$ cat config.mk
export PLATFORM = sky130hd
export DESIGN_NAME = latch_write_ctrl
export DESIGN_NICKNAME = d
export VERILOG_FILES = /design/src/rtl/latch_wr_pkg.sv /design/src/rtl/cyc_down_counter.sv /design/src/rtl/latch_write_ctrl.sv
export SDC_FILE = /design/constraint.sdc
export NUM_CORES = 1
export LEC_CHECK = 0
export BUFFER_PORTS_ARGS = -buffer_cell sky130_fd_sc_hd__buf_2
export CORE_AREA = 2 2 51 58
export CTS_CLUSTER_DIAMETER = 60
export DETAILED_ROUTE_END_ITERATION = 8
export DIE_AREA = 0 0 53 60
export PLACE_DENSITY = 0.69
export SKIP_LAST_GASP = 1
export SLEW_MARGIN = 20
export SYNTH_ARGS = -nofsm -noshare
export SYNTH_HDL_FRONTEND = slang
export SYNTH_SLANG_ARGS = --single-unit
$ cat constraint.sdc
create_clock -name clk -period 1.87 [get_ports clk]
set_clock_uncertainty 0.05 [all_clocks]
set_input_delay 0.561 -clock clk [delete_from_list [all_inputs] [get_ports clk]]
set_output_delay 0.561 -clock clk [all_outputs]
set_load 0.05 [all_outputs]
$ cat src/rtl/latch_wr_pkg.sv
// rtl/latch_wr_pkg.sv - state type, sizing helpers and parameter legality for the latch write sequencer
package latch_wr_pkg;

    typedef enum logic [1:0] {
        IDLE  = 2'd0,
        SETUP = 2'd1,
        PULSE = 2'd2,
        HOLD  = 2'd3
    } state_e;

    localparam int MIN_NUM_LATCH = 2;
    localparam int MIN_PULSE_CYC = 1;

    function automatic int clog2(input int value);
        int result;
        result = 0;
        for (int i = 0; i < 31; i++) begin
            if ((1 << i) < value) result = i + 1;
        end
        return result;
    endfunction

    function automatic int max3(input int a, input int b, input int c);
        int m;
        m = (a > b) ? a : b;
        return (m > c) ? m : c;
    endfunction

    function automatic bit params_legal(input int num_latch, input int setup_cyc,
                                        input int pulse_cyc, input int hold_cyc);
        return (num_latch >= MIN_NUM_LATCH) && (setup_cyc >= 0) &&
               (pulse_cyc >= MIN_PULSE_CYC) && (hold_cyc >= 0);
    endfunction

endpackage

$ cat src/rtl/cyc_down_counter.sv
// rtl/cyc_down_counter.sv - loadable down-counter that saturates at zero and flags it
module cyc_down_counter #(
    parameter int CNT_W = 2
) (
    input  logic             clk,
    input  logic             rst,
    input  logic             load_i,
    input  logic [CNT_W-1:0] load_val_i,
    input  logic             dec_i,
    output logic             zero_o
);

    logic [CNT_W-1:0] count_q, count_d;

    always_comb begin
        count_d = count_q;
        if (load_i) begin
            count_d = load_val_i;
        end else if (dec_i && (count_q != '0)) begin
            count_d = count_q - 1'b1;
        end
    end

    always_ff @(posedge clk or posedge rst) begin
        if (rst) begin
            count_q <= '0;
        end else begin
            count_q <= count_d;
        end
    end

    assign zero_o = (count_q == '0);

endmodule

$ cat src/rtl/latch_write_ctrl.sv
// rtl/latch_write_ctrl.sv - sequences one latch write: data setup, one-hot enable pulse, data hold
module latch_write_ctrl
    import latch_wr_pkg::*;
#(
    parameter int DATA_W    = 8,
    parameter int NUM_LATCH = 4,
    parameter int SETUP_CYC = 1,
    parameter int PULSE_CYC = 2,
    parameter int HOLD_CYC  = 1,
    localparam int ADDR_W   = clog2(NUM_LATCH)
) (
    input  logic                 clk,
    input  logic                 rst,
    input  logic                 req_valid,
    output logic                 req_ready,
    input  logic [ADDR_W-1:0]    req_addr,
    input  logic [DATA_W-1:0]    req_data,
    output logic [DATA_W-1:0]    lat_d,
    output logic [NUM_LATCH-1:0] lat_en,
    output logic                 busy,
    output logic                 done,
    output logic                 err
);

    localparam bit PARAMS_OK = params_legal(NUM_LATCH, SETUP_CYC, PULSE_CYC, HOLD_CYC);
    localparam int MAX_CYC   = max3(SETUP_CYC, PULSE_CYC, HOLD_CYC);
    localparam int CNT_W     = (clog2(MAX_CYC + 1) < 1) ? 1 : clog2(MAX_CYC + 1);

    // Each phase lasts N cycles, so the counter is loaded with N-1 and the phase ends on zero.
    localparam logic [CNT_W-1:0] SETUP_LD = CNT_W'((SETUP_CYC > 0) ? SETUP_CYC - 1 : 0);
    localparam logic [CNT_W-1:0] PULSE_LD = CNT_W'((PULSE_CYC > 0) ? PULSE_CYC - 1 : 0);
    localparam logic [CNT_W-1:0] HOLD_LD  = CNT_W'((HOLD_CYC > 0) ? HOLD_CYC - 1 : 0);
    localparam logic [ADDR_W:0]  NUM_LATCH_W = (ADDR_W + 1)'(NUM_LATCH);

    generate
        if (!PARAMS_OK) begin : g_bad_params
            $error("latch_write_ctrl: illegal parameters (PULSE_CYC >= 1 and NUM_LATCH >= 2 required)");
        end
    endgenerate

    state_e                state_q, state_d;
    logic [ADDR_W-1:0]     addr_q, addr_d;
    logic                  oor_q, oor_d;
    logic [DATA_W-1:0]     lat_d_q, lat_d_d;
    logic [NUM_LATCH-1:0]  lat_en_q, lat_en_d;
    logic                  done_q, done_d;
    logic                  err_q;
    logic                  busy_q;
    logic                  ready_q;
    logic                  cnt_load;
    logic [CNT_W-1:0]      cnt_load_val;
    logic                  cnt_zero;

    cyc_down_counter #(
        .CNT_W(CNT_W)
    ) u_cnt (
        .clk       (clk),
        .rst       (rst),
        .load_i    (cnt_load),
        .load_val_i(cnt_load_val),
        .dec_i     (state_q != IDLE),
        .zero_o    (cnt_zero)
    );

    always_comb begin
        state_d      = state_q;
        addr_d       = addr_q;
        oor_d        = oor_q;
        lat_d_d      = lat_d_q;
        cnt_load     = 1'b0;
        cnt_load_val = '0;

        case (state_q)
            IDLE: begin
                if (req_valid && ready_q) begin
                    addr_d   = req_addr;
                    oor_d    = ({1'b0, req_addr} >= NUM_LATCH_W);
                    lat_d_d  = req_data;
                    cnt_load = 1'b1;
                    if (SETUP_CYC > 0) begin
                        state_d      = SETUP;
                        cnt_load_val = SETUP_LD;
                    end else begin
                        state_d      = PULSE;
                        cnt_load_val = PULSE_LD;
                    end
                end
            end
            SETUP: begin
                if (cnt_zero) begin
                    state_d      = PULSE;
                    cnt_load     = 1'b1;
                    cnt_load_val = PULSE_LD;
                end
            end
            PULSE: begin
                if (cnt_zero) begin
                    if (HOLD_CYC > 0) begin
                        state_d      = HOLD;
                        cnt_load     = 1'b1;
                        cnt_load_val = HOLD_LD;
                    end else begin
                        state_d = IDLE;
                    end
                end
            end
            HOLD: begin
                if (cnt_zero) state_d = IDLE;
            end
            default: state_d = IDLE;
        endcase

        // Enables are decoded from the next state so the registered output is glitch-free.
        lat_en_d = '0;
        if ((state_d == PULSE) && !oor_d) begin
            for (int i = 0; i < NUM_LATCH; i++) begin
                lat_en_d[i] = (addr_d == ADDR_W'(i));
            end
        end

        done_d = (state_q != IDLE) && (state_d == IDLE);
    end

    always_ff @(posedge clk or posedge rst) begin
        if (rst) begin
            state_q  <= IDLE;
            addr_q   <= '0;
            oor_q    <= 1'b0;
            lat_d_q  <= '0;
            lat_en_q <= '0;
            done_q   <= 1'b0;
            err_q    <= 1'b0;
            busy_q   <= 1'b0;
            ready_q  <= 1'b1;
        end else begin
            state_q  <= state_d;
            addr_q   <= addr_d;
            oor_q    <= oor_d;
            lat_d_q  <= lat_d_d;
            lat_en_q <= lat_en_d;
            done_q   <= done_d;
            err_q    <= done_d && oor_q;
            busy_q   <= (state_d != IDLE);
            ready_q  <= (state_d == IDLE);
        end
    end

    assign req_ready = ready_q;
    assign lat_d     = lat_d_q;
    assign lat_en    = lat_en_q;
    assign busy      = busy_q;
    assign done      = done_q;
    assign err       = err_q;

endmodule

==> results of run 1 <==
## layer usage
| layer | global-route usage (%) | up-vias | share of wire [%] |
|---|---|---|---|
| met5 | 0 | - | 0 |
| met3 | 2.000 | 2 | 5.8 |
| li1 | - | 401 | - |
| met1 | 17.84 | 384 | 43 |
| met2 | 23.21 | 23 | 50 |
| met4 | 4.396 | 0 | 0.80 |
## cells in the final DEF, fill, tap and decap left out, types with 2 or more instances in the layout
| cell | count |
|---|---|
| sky130_fd_sc_hd__buf_2 | 28 |
| sky130_fd_sc_hd__a21oi_1 | 2 |
| sky130_fd_sc_hd__a221oi_1 | 3 |
| sky130_fd_sc_hd__or3_1 | 3 |
| sky130_fd_sc_hd__dfrtp_1 | 22 |
| sky130_fd_sc_hd__mux2_2 | 10 |
| sky130_fd_sc_hd__nand3b_1 | 3 |
| sky130_fd_sc_hd__nor2b_1 | 2 |
| sky130_fd_sc_hd__clkbuf_4 | 3 |
| sky130_fd_sc_hd__nor2_1 | 3 |
| sky130_fd_sc_hd__ha_1 | 6 |
| sky130_fd_sc_hd__nand2_1 | 4 |
| sky130_fd_sc_hd__inv_1 | 6 |
| sky130_fd_sc_hd__buf_4 | 6 |
| sky130_fd_sc_hd__nand2b_1 | 2 |
| sky130_fd_sc_hd__nor4_1 | 2 |
| sky130_fd_sc_hd__nand3_1 | 4 |
## logic make-up after synthesis
kind of cell	synth area share (%)
simple gates	14.91
flops	52.09
compound gates	10.40
mux	11.07
buf+inv	3.955
fa+ha+maj	6.779
xor+xnor	0.7911
## stage by stage
stage	hold WS [ns]	utilization [%]	instances	instance area, µm²	setup slack [ns]
2_1_floorplan	0.4655	-	91	1107	0.02855
3_3_place_gp	0.4336	49.95	155	1313	0.1451
3_5_place_dp	0.4395	49.95	155	1313	0.1177
4_1_cts	0.1575	50.95	159	1339	0.08594
5_1_grt	0.1788	50.95	159	1339	0.005153
6_report	0.1599	50.95	159	1339	0.07847
## path summary, 6_finish.rpt
| check | start | cells past startpoint | to | slack (ns) |
|---|---|---|---|---|
| max in group asynchronous | rst | 3 | state_q[0] | 1.11 |
| worst max-delay path | state_q[0] | 5 | lat_en[1] | 0.08 |
| worst min register to register | lat_d[6] | 1 | lat_d[6] | 0.46 |
| worst min-delay path | rst | 2 | u_cnt.count_q[1] | 0.16 |
| min in group clk | req_data[3] | 2 | lat_d[3] | 0.44 |
| worst max register to register | state_q[0] | 5 | lat_en[1] | 0.08 |
## cell usage after synthesis, types with 3 or more instances
| cell type | instances | area share [%] |
|---|---|---|
| sky130_fd_sc_hd__a221oi_1 | 3 | 2.4 |
| sky130_fd_sc_hd__dfrtp_1 | 22 | 50 |
| sky130_fd_sc_hd__ha_1 | 6 | 6.8 |
| sky130_fd_sc_hd__inv_1 | 6 | 2.0 |
| sky130_fd_sc_hd__mux2_2 | 10 | 10 |
| sky130_fd_sc_hd__nand2_1 | 4 | 1.4 |
| sky130_fd_sc_hd__nand3_1 | 4 | 1.8 |
| sky130_fd_sc_hd__nand3b_1 | 3 | 2.0 |
| sky130_fd_sc_hd__nor2_1 | 3 | 1.0 |
| sky130_fd_sc_hd__or3_1 | 3 | 1.7 |
## flip-flops by register name (all words and copies together) (netlist names)
| register | cells |
|---|---|
| lat_d | 8 |
| busy | 1 |
| addr_q | 2 |
| err | 1 |
| oor_q | 1 |
| req_ready | 1 |
| lat_en | 4 |
| state_q | 2 |
| u_cnt.count_q | 2 |
| done | 1 |
## critical path: stages (launching register included)
cell and delay [ns]:
sky130_fd_sc_hd__dfrtp_1 0.39, sky130_fd_sc_hd__inv_1 0.11, sky130_fd_sc_hd__ha_1 0.25, sky130_fd_sc_hd__and3_1 0.18
sky130_fd_sc_hd__or4b_4 0.48, sky130_fd_sc_hd__a221oi_2 0.24
## final cells by class
cell class	instances	share of cell area, %
clock buffer	4	1.963
tap	33	3.084
sequential	23	43.08
multi-input combinational	59	36.36
inverter	6	1.682
timing repair buffer	34	13.83
==> results, run 1 <==
- For the worst-skew pair, the clock arrives at the later sink with an insertion delay of 0.29 ns.
- The final number of max-transition violations is 0.
- The H-tree depth is 1.
- The gate count after technology mapping is 91.
- The number of synthesized register bits is 23.
- In the synthesized netlist the dominant register cell turns out to be sky130_fd_sc_hd__dfrtp_1.
- The area used by sequential logic in the layout is 576.8 µm².
- The total CTS buffers is 3.
- Yosys printed 0 warnings.
- STA puts the critical path data required time at 2.03 ns.
- The net total in the final layout is 146.
- Timing would allow up to 558.2 MHz.
- The pin slew with the least headroom to its limit is 0.4749 ns.
- The clock net in this run drives a total of 23 sinks.
- Across every metal layer, demand over resource in global routing totals 13.65%.
- The die is 53 µm wide.
- The number of violations of the max-capacitance limit is 0.
- In the final layout, the multi-input gates occupy 486.7 µm².
- The data arrival time of the critical path is 1.95 ns.
- The netlist area before placement is 1107 µm².
- The placeable core area is 2628 µm².
- Of the cells placed in the final design, the portion with a size suffix greater than 1 is 42.06%.
- The count of buffers added on input and output ports is 28.
- The worst setup path is launched from a flop.
- The total DRC errors in the routed layout is 0.
- The register area share after synthesis is 52.09%.
- The die is 60 µm tall.
- The post-CTS resize count is 0.
- The worst slew margin relative to its limit is 68.34%.
- The hold buffer count at cts is 0.
- The final weighted congestion of routability-driven global placement is 0.7602.
- The async set-or-reset flop fraction in the synthesized netlist is 100.0%.
- The mean post-synth cell area is 12.17 µm².
- The run finished with clean final reports.
- The via count is 810.
- The clock transition at the registers of the reported paths is 0.11 ns.
- The first global-routing pass estimated 3229 µm of wire.
- The die covers 3180 µm².
- The repair_antennas step left the layout with diodes totalling 0.
- Setup violations remaining at the end of the flow were counted as 0.
- The half-perimeter wire length after placement is 1598 µm.
- The first detailed-routing pass took 4 iterations.
- During I/O placement, the number of pins put on the boundary was 29.
- The site row count is 20.
- The tree is rooted in a sky130_fd_sc_hd__clkbuf_4.
- Setup repair after global routing left no endpoint under its margin.
- The synthesis-to-finish area growth is 20.90%.
- The final clock period utilization by the worst path is 95.80%.
- The clock passes through at most 2 buffers.
- The number of nets in the synthesized netlist is 110.
- The number of vias per cell after detailed routing is 5.094.
- Post-CTS timing repair inserted 0 buffers for setup.
- The startpoint-to-endpoint class of the critical path is reg2reg.
- In this run, distinct cell masters in the synthesized netlist total 32.
- After filler insertion, the fill cell instance count of the layout stands at 252.
- The initial DRC count is 12.
- The final critical delay including setup and external delays is 1.792 ns.
- The number of failing hold endpoints at the final stage came to 0.
- The total overflow left after global routing is 0.
- The number of enable flip-flop cells after synthesis is 0.
- The initial core utilization is 42.14%.
- Entering global routing, the biggest net connects 15 pins.
- The via count of the first global-routing pass is 783.
- The worst min-delay path category is in2async.
- The residual antenna-violating net count after detailed routing is 0.
- The clock tree from TritonCTS is yes.
- STA classifies the critical path endpoint as a flop.
- The number of antenna violations at the first check in global routing was 0.
- The sum of routed wire length over all layers is 1992 µm.
- Setup total negative slack on the finished layout was measured at 0 ns.
- Along the worst path, the maximum fanout reaches 4.
- The mean routed wirelength per cell is 12.53 µm.
Power of run 1 is left out: the tool's default activity adds up to more than one toggle a clock period on the data nets, which glitch-free logic cannot reach.
==> inputs of run 2 (changes only) <==
- CELL_PAD_IN_SITES_DETAIL_PLACEMENT: not set -> 1
- CELL_PAD_IN_SITES_GLOBAL_PLACEMENT: not set -> 1
- CORE_AREA: 2 2 51 58 -> 2 2 56 64
- DIE_AREA: 0 0 53 60 -> 0 0 58 66
- PLACE_DENSITY: 0.69 -> not set
- PLACE_DENSITY_LB_ADDON: not set -> 0.1
==> run 2 against run 1 <==
Effect of this change: flip-flop and latch count did not move; sequential share of layout area shrank 1.2 points; first-iteration DRC count grew to 3.6 times the previous value; fmax fell by 0.41%; register-to-register slack about the same; critical endpoint is now req_ready; largest cell class unchanged; highest routed layer unchanged.
==> results, run 2 (same netlist as run 1, synthesis figures left out) <==
- The count of cell instances traversed by the critical path was 1 (-4).
- The start point of the critical path is req_ready.
- The run finished with clean final reports.
- The share of layout cells above drive strength 1 is 46.88% (+4.8 points).
- The final weighted congestion of routability-driven global placement is 0.7818 (+2.8%).
- The clock latency of the later-clocked register in the worst-skew pair is 0.32 ns (+0.03 ns).
- The biggest fanout along the worst timing path is 5 (+1).
- The endpoint required time on the critical path is 1.26 ns (-0.77 ns).
- The H-tree depth is 1 (unchanged).
- The initial DRC count came to 43 (+31).
- The clock net sink count is 23 (unchanged).
- The critical path goes through buf_2.
- The quantity of I/O buffers inserted on ports was 28 (unchanged).
- The number of failing hold endpoints at the final stage is 0 (unchanged).
- Across the VDD grid, the largest voltage drop is 889.2 µV.
- The area of the multi-input gates was 504.2 µm² (+3.6%).
- The sort of element at the start of the critical path is a flop.
- The placeable core area is 3193 µm² (+22%).
- The total CTS buffers is 3 (unchanged).
- The detailed-routing iteration count for the pre-antenna-repair pass is 4 (unchanged).
- The sum of routed wire length over all layers came to 2539 µm (+27%).
- The residual antenna-violating net count after detailed routing came to 0 (unchanged).
- The via count of the first global-routing pass came to 961 (+23%).
- The final design utilization is 43.22% (-7.7 points).
- The worst hold path belongs to the class in2async.
- In this run the critical register-to-register path is captured at lat_en[1].
- The clock transition at the registers of the reported paths is 0.13 ns (+0.02 ns).
- In this design, the largest share of critical-path delay is due to flip-flops.
- Setup repair after global routing left no endpoint under its margin.
- The initial core utilization is 34.68% (-7.5 points).
- The critical path buffer and inverter count is 1 (unchanged).
- The number of filler cells placed in the layout is 365 (+45%).
- The mean routed wirelength per cell is 15.48 µm (+24%).
- The number of violations of the max-capacitance limit came to 0 (unchanged).
- The worst slew margin relative to its limit is 70.91% (+2.6 points).
- The total DRC errors in the routed layout is 0 (unchanged).
- The area used by sequential logic in the layout was 578.1 µm² (+0.22%).
- The pin slew with the least headroom to its limit was 0.4358 ns (-0.03909 ns).
- STA classifies the critical path endpoint as an output port.
- The global route total overflow was 0 (unchanged).
- The static leakage is 0.6507 nW.
- The post-CTS setup-driven buffer insertion count is 0 (unchanged).
- The endpoint of the most critical setup path is req_ready.
- The flip-flop count of the largest register after layout is 8 (unchanged).
- The top-level I/O count is 29 (unchanged).
- The number of vias per cell after detailed routing is 5.293 (+3.9%).
- The biggest cell delay along the critical path came to 0.60 ns (+0.12 ns).
- The clock tree buffer depth is 2 (unchanged).
- The final setup violation count was 0 (unchanged).
- The die height was 66 µm (+10%).
- The most common cell after layout, fill and taps aside is sky130_fd_sc_hd__buf_2.
- The full die area is 3828 µm² (+20%).
- The combined global-route utilization of all metal layers is 15.07% (+1.4 points).
- The number of antenna cells inserted came to 0 (unchanged).
- The final critical delay including setup and external delays is 1.799 ns (+0.007403 ns).
- The site row count is 22 (+10%).
- The data arrival time of the critical path came to 1.19 ns (-0.76 ns).
- Power comes to 2.810 mW.
- The half-perimeter wire length after placement came to 2029 µm (+27%).
- The net total in the final layout came to 148 (+1.4%).
- The largest individual stage delay along the critical path comes from the cell sky130_fd_sc_hd__dfstp_2.
- The via count is 868 (+7.2%).
- The launch instance of the worst register-to-register path is state_q[1].
- The clock root buffer is sky130_fd_sc_hd__clkbuf_4.
- The startpoint-to-endpoint class of the critical path is reg2out.
- The die width came to 58 µm (+9.4%).
- TritonCTS built the clock tree.
- The slack of the worst reg-to-reg path is 0.09 ns (about the same).
- Power spread over the standard cell area amounts to 2036 nW/µm².
- The final number of max-transition violations is 0 (unchanged).
- The accumulated negative setup slack is 0 ns (unchanged).
- The final clock period utilization by the worst path is 96.20% (+0.40 points).
- The area growth from synthesis to layout is 24.63%.
- The number of antenna violations at the first check in global routing is 0 (unchanged).
- The pin count of the biggest net entering global routing is 15 (unchanged).
- The library cells used most frequently in the layout, excluding fill and tap cells, are sky130_fd_sc_hd__buf_2 (28), sky130_fd_sc_hd__dfrtp_1 (21), sky130_fd_sc_hd__mux2_2 (10).
- The depth of the worst register-to-register path is 5 (unchanged).
- The fmax was 555.9 MHz (-0.41%).
- The global-route wire length before repair is 4264 µm (+32%).
## run 2: where the power goes
part	internal (mW)	total [mW]	switching [mW]
clock network	0.0817	0.239	0.157
logic	0.607	1.72	1.11
registers	0.721	0.853	0.132
## run 2: what timing repair did
action / CTS / global route
gates resized for setup: 0 / 5
setup endpoints to repair: 0 / 10
hold buffers: 0 / 0
## run 2: worst min path at each step
| stage | start | cells past startpoint | endpoint | slack, ns |
|---|---|---|---|---|
| after global routing | rst | 2 | u_cnt.count_q[1] | 0.17 |
| after detailed placement | lat_d[6] | 1 | lat_d[6] | 0.44 |
| after CTS | rst | 2 | busy | 0.16 |
| after global placement | lat_d[7] | 1 | lat_d[7] | 0.43 |
| after floorplan | oor_q | 1 | oor_q | 0.47 |
| final | rst | 2 | u_cnt.count_q[1] | 0.16 |
## run 2: per-stage QoR
| step | instance area, µm² | setup slack (ns) | hold slack [ns] | cells |
|---|---|---|---|---|
| after floorplan | 1107 | 0.02855 | 0.4655 | 91 |
| after global placement | 1331 | 0.1221 | 0.4331 | 160 |
| after detailed placement | 1331 | 0.03394 | 0.4418 | 160 |
| after CTS | 1361 | 0.01645 | 0.1589 | 164 |
| after global routing | 1380 | 0.003795 | 0.1728 | 164 |
| final | 1380 | 0.07107 | 0.1629 | 164 |
## run 2: metal layers
metal  routed length [µm]  vias to the layer above  GRT usage [%]
li1                     -                      405              -
met1                 1020                      431          16.36
met2                 1373                       25          27.41
met3                   87                        7          2.740
met4                   58                        0          7.849
met5                    0                        -              0
## run 2: area by class of cell
| cell class | instances | area share, % |
|---|---|---|
| flip-flops and latches | 23 | 41.89 |
| multi-input cells | 59 | 36.54 |
| inverters | 6 | 1.632 |
| clock buffers | 3 | 1.632 |
| clock inverters | 1 | 0.5440 |
| repair buffers | 36 | 14.51 |
| well taps | 36 | 3.264 |
Power figures use the tool's default switching activity.
